===== config.mk =====
export PLATFORM = sky130hd
export DESIGN_NAME = abc_accum
export DESIGN_NICKNAME = d
export VERILOG_FILES = /design/src/rtl/abc_accum.sv
export SDC_FILE = /design/constraint.sdc
export NUM_CORES = 1
export LEC_CHECK = 0
export CORE_MARGIN = 2
export CORE_UTILIZATION = 30
export DETAILED_ROUTE_END_ITERATION = 10
export GPL_TIMING_DRIVEN = 1
export PLACE_DENSITY = 0.62
export SKIP_CTS_REPAIR_TIMING = 1
export SYNTH_ARGS = -nofsm -noshare
export SYNTH_HDL_FRONTEND = slang
export SYNTH_SLANG_ARGS = --single-unit

===== constraint.sdc =====
create_clock -name clk -period 2.7 [get_ports clk]
set_input_delay 0.405 -clock clk [delete_from_list [all_inputs] [get_ports clk]]
set_output_delay 0.405 -clock clk [all_outputs]
set_load 0.005 [all_outputs]

===== src/rtl/abc_accum.sv =====
// Frame accumulator behind the A*B+C pipeline: realigns the valid strobe with DATA,
// sums N valid results per frame and holds each frame sum in a valid/ready output register.
module abc_accum #(
  parameter int LATENCY = 3,
  parameter int N       = 4,
  parameter int SUM_W   = 18
) (
  input  logic             clk,
  input  logic             rst_n,
  input  logic             in_valid,
  input  logic [15:0]      data_in,
  input  logic             clear,
  input  logic             out_ready,
  output logic [SUM_W-1:0] sum,
  output logic             out_valid,
  output logic             overrun,
  output logic             busy
);

  localparam int DATA_W = 16;
  localparam int CNT_W  = $clog2(N);

  typedef enum logic {IDLE, ACCUM} state_t;

  state_t             state, state_nxt;
  logic [LATENCY-1:0] vpipe;
  logic               sample_v;
  logic [CNT_W-1:0]   cnt;
  logic [SUM_W-1:0]   acc;
  logic [SUM_W-1:0]   frame_val;
  logic               complete;
  logic               accept;
  logic               load_out;

  function automatic logic [SUM_W-1:0] widen_add(input logic [SUM_W-1:0] a,
                                                 input logic [DATA_W-1:0] d);
    return a + SUM_W'(d);
  endfunction

  assign sample_v  = vpipe[LATENCY-1];
  assign complete  = (state == ACCUM) & sample_v & (cnt == CNT_W'(N - 1));
  assign frame_val = widen_add(acc, data_in);
  assign accept    = out_valid & out_ready;
  // A completing frame may take the output register if it is empty or being emptied now.
  assign load_out  = complete & (~out_valid | out_ready);
  assign busy      = (state == ACCUM) | (|vpipe);

  always_ff @(posedge clk or negedge rst_n) begin
    if (!rst_n) begin
      state <= IDLE;
    end else begin
      state <= state_nxt;
    end
  end

  always_comb begin
    state_nxt = state;
    case (state)
      IDLE:    if (sample_v) state_nxt = ACCUM;
      ACCUM:   if (complete) state_nxt = IDLE;
      default: state_nxt = IDLE;
    endcase
    if (clear) state_nxt = IDLE;
  end

  // Stage: valid delay line aligning in_valid with upstream DATA
  always_ff @(posedge clk or negedge rst_n) begin
    if (!rst_n) begin
      vpipe <= '0;
    end else if (clear) begin
      vpipe <= '0;
    end else begin
      vpipe[0] <= in_valid;
      for (int i = 1; i < LATENCY; i++) vpipe[i] <= vpipe[i-1];
    end
  end

  // Stage: frame accumulation
  always_ff @(posedge clk or negedge rst_n) begin
    if (!rst_n) begin
      acc <= '0;
      cnt <= '0;
    end else if (clear) begin
      acc <= '0;
      cnt <= '0;
    end else if (sample_v) begin
      if (complete) begin
        acc <= '0;
        cnt <= '0;
      end else begin
        acc <= frame_val;
        cnt <= cnt + CNT_W'(1);
      end
    end
  end

  // Stage: output register with backpressure
  always_ff @(posedge clk or negedge rst_n) begin
    if (!rst_n) begin
      sum       <= '0;
      out_valid <= 1'b0;
      overrun   <= 1'b0;
    end else if (clear) begin
      sum       <= '0;
      out_valid <= 1'b0;
      overrun   <= 1'b0;
    end else if (load_out) begin
      sum       <= frame_val;
      out_valid <= 1'b1;
    end else begin
      if (complete) overrun   <= 1'b1;
      if (accept)   out_valid <= 1'b0;
    end
  end

endmodule


Word-level counts from Yosys, hierarchy flattened
Index checks and enable logic that the tools add are counted.

word-level totals
  memories = 0
  flip-flop bits (word level) = 44
  ROM bits = 0
  memory bits (writable) = 0
  bits in latches = 0

operators by class
  shifts and indexed selects = 0
  add/sub/neg operators = 2
  div/mod/pow operators = 0
  multipliers = 0
  bitwise logic cells = 8
  equal/unequal tests = 2
  order comparisons = 0
  reductions and logical operators = 6
  mux-type cells = 19

operators by type and width
  operator             count
  $mux 18              5
  $add 18x16->18       1
  $mux 1               9
  $mux 2               3
  $reduce_bool 2->1    3
  $and 1x1->1          4
  $mux 3               1
  $reduce_bool 3->1    1
  $reduce_or 3->1      1
  $add 2x1->2 const B  1
  $eq 2x2->1 const B   1
  $ne 2x2->1 const B   1
  $not 1->1            2
  $or 1x1->1           2
  $pmux 1 s2           1
  $reduce_and 2->1     1

Longest topological paths before layout
  word-level depth = 5
  depth in mapped cells = 9
  mapped depth without buffers = 9

Least setup slack after synthesis
No wires, ideal clock.

  path kind = in2reg
  start = input port data_in[7]
  end = register sum[15]
  setup time = 0.122 ns
  data arrival time = 2.088 ns
  slack = 0.490 ns
  buffers on the path = 1
  required time = 2.578 ns
  stages = 8
  cell sequence = ha_1 buf_6 and3_4 a31oi_1 a21oi_1 o211a_1 or3_1 a32o_1

on the way
  word-level cells in the longest chain between the ends = 3

ends and longest elaborated chain
  what                    line  source
  start: declaration      11    input logic [15:0] data_in,
  $add 18x16->18          37    return a + SUM_W'(d);
  $mux 18                 107   end else if (load_out) begin
  $mux 18                 103   end else if (clear) begin
  end signal: assignment  108   sum <= frame_val;
  end: declaration        14    output logic [SUM_W-1:0] sum,

Every way passes these cells. The select of a mux whose other input is x is not followed.
A chain may end at the register's enable or synchronous reset.

Final worst setup path
  start = input port data_in[0]
  end = register sum[16]

Same word-level chain as after synthesis.

==> metrics <==
status=completed; TritonCTS buffer count=5; Post-Syn Instances=259; crit path max fanout=3; GRT Util Overall=14.7%; Seq cells post-synth=44; area grow syn2layout=28.8%; CTS Buffer Depth=2; register area share after synthesis=42.9%; Filler Cells Inserted=833; diode count=0; period utilisation layout=90.7%; fraction of registers with async set/reset=100%; clock skew=5.93 ps; gr ovfl total=0; die span in y=96.5 µm; Yosys top cell by area=dfrtp_1; H-tree depth=2; Finished Layout Cells=422; clock sinks=44; share of the synthesized area in the top cell type=42.9%; Final Hold Fails=0; Main synth FF type=dfrtp_1; vias in the first global route=2132; min Tclk post-route=2450 ps; first-pass GRT wire length=10500 µm; PD cells=410 nW/µm²; WP data required=2890 ps; Syn Area/Cell=9.91 µm²; HPWL Detailed=4770 µm; final setup violating endpoints=0; vias per cell=5.04; FMAX=408 MHz; synth unique cells=44; routed length per instance=15.3 µm; CTS clk-pin slew, worst paths=90 ps; initial antenna violation count=0; TNS Setup=0 ps; Starting Density=31.1%; CTS root buf=clkbuf_8; cell count after placement=414; DRT Pass-1 Iters=4; RSZ-0062 raised after global routing=no; layout cells sized above 1=11.7%; crit end category=register; largest net degree at the start of global routing=45; Top-Level Pins=42; total wire length=6460 µm; Tot Pwr=1.35 mW; DIE WIDTH=96.5 µm; Worst Path Arrival=2640 ps; Clock Latency Late Sink=300 ps; Slew Limit Fails=0; Warnings, synthesis=0; placed cell area=3210 µm²; Post-Syn Nets=298; Setup CP Type=input pin to register; drt drc=0; Iteration-0 DRC Markers=91; Worst slew margin=33.7%; GPL Wtd Cong=0.833; Die Area=9310 µm²; Final #Nets=355; vias post-DR=2128; Synth Cell Area=2570 µm²; worst-margin pin slew=995 ps; number of synthesized flops with an enable pin=0; Hold Crit Class=input pin to async pin; ANT nets after route=0; Peak VDD IR=169 µV; leakage power=1.56 nW; Setup crit start kind=input pin; post-route cell area=3310 µm²; FP Rows=33; final setup margin=251 ps; core box area=8260 µm²; CTS tree=done; port bufs=41; Max-cap violations=0; dpl ws=-85.4 ps; Synth area leaders=dfrtp_1 43%, ha_1 8.3%, a22o_1 8.2%
[Yosys cell counts (2+ instances only)]
| library cell | number |
|---|---|
| and2_1 | 3 |
| clkbuf_1 | 10 |
| nand4_1 | 3 |
| or3_1 | 4 |
| a31oi_1 | 4 |
| o21a_1 | 2 |
| xnor2_1 | 5 |
| nor2_1 | 21 |
| a22o_1 | 24 |
| a211oi_1 | 2 |
| a21oi_1 | 19 |
| nand2b_1 | 7 |
| nand2_1 | 17 |
| nor3_1 | 5 |
| nor2b_1 | 6 |
| a21o_1 | 5 |
| o211ai_1 | 4 |
| nand3_1 | 5 |
| dfrtp_1 | 44 |
| a32o_1 | 2 |
| a2bb2oi_1 | 2 |
| xor2_1 | 7 |
| ha_1 | 17 |
| mux2_2 | 2 |
| o21ai_0 | 11 |
| mux2i_1 | 3 |
| inv_1 | 8 |
[per-layer routing]
layer	track usage [%]	part of all wire, %
met1	19.9	48
met2	23.8	46
met4	3.87	0.77
met3	3.41	5.6
met5	0	0
[layout make-up]
class                   count  area (µm²)  share of cell area, %
repair buffers             62         563                   17.0
inverters                   8        30.0                  0.908
well taps                 105         131                   3.97
clock inverters             2        15.0                  0.454
multi-input cells         195        1380                   41.8
clock buffers               6        82.6                   2.50
flip-flops and latches     44        1100                   33.3
[through the flow]
| step | hold WS (ps) | util, % |
|---|---|---|
| 6_report | 271 | 40.0 |
| 5_1_grt | 341 | 40.0 |
| 4_1_cts | 312 | 40.0 |
| 3_5_place_dp | 486 | 38.8 |
| 3_3_place_gp | 477 | 38.8 |
| 2_1_floorplan | 109 | - |
[worst max-delay path: stages]
cell and delay [ps]:
clkdlybuf4s50_1 460, ha_1 160, inv_1 60, fa_1 390
nand2b_1 170, a21oi_1 240, o211ai_1 160, a21oi_1 220
o21ai_0 110, a32o_1 260
[registers in the layout, indices dropped and copies added (netlist names)]
register / flops
acc: 18
sum: 18
vpipe: 3
cnt: 2
out_valid: 1
overrun: 1
state: 1
[cell families (layout without fill, tap and decap cells)]
kind of cell               count (synthesis)  in the layout  synth area share, %
AOI/OAI and AO/OA                         86             86                 24.6
xor gates and xnor gates                  12             12                 4.09
adders and majority gates                 18             18                 9.06
buffers and inverters                     20             78                 3.27
DFF                                       44             44                 42.9
muxes                                      5              5                 2.05
and+or+nand+nor                           74             74                 14.0
[final timing paths]
path	depth (start not counted)	endpoint	start	slack (ps)
hold reg to reg	2	sum[1]	sum[1]	500
max in group asynchronous	1	sum[13]	rst_n	1820
setup reg to reg	7	sum[15]	acc[1]	420
min in group clk	2	sum[1]	sum[1]	500
setup / recovery	10	sum[16]	data_in[0]	250
hold / removal	1	sum[8]	rst_n	270
[power breakdown]
group / internal, mW / switching [mW]
clock network: 0.207 / 0.232
logic: 0.109 / 0.123
registers: 0.673 / 0.0102
[cell usage in the layout, fill, tap and decap left out, drive strengths merged, types with 6 or more instances in the layout]
cell type / n
o21ai: 11
dfrtp: 44
clkbuf: 6
nand2b: 7
nor2: 21
xor2: 7
a21oi: 20
ha: 17
clkdlybuf4s50: 40
nand2: 17
nor2b: 6
buf: 22
inv: 8
a22o: 24
(Power assumes the default switching activity.)
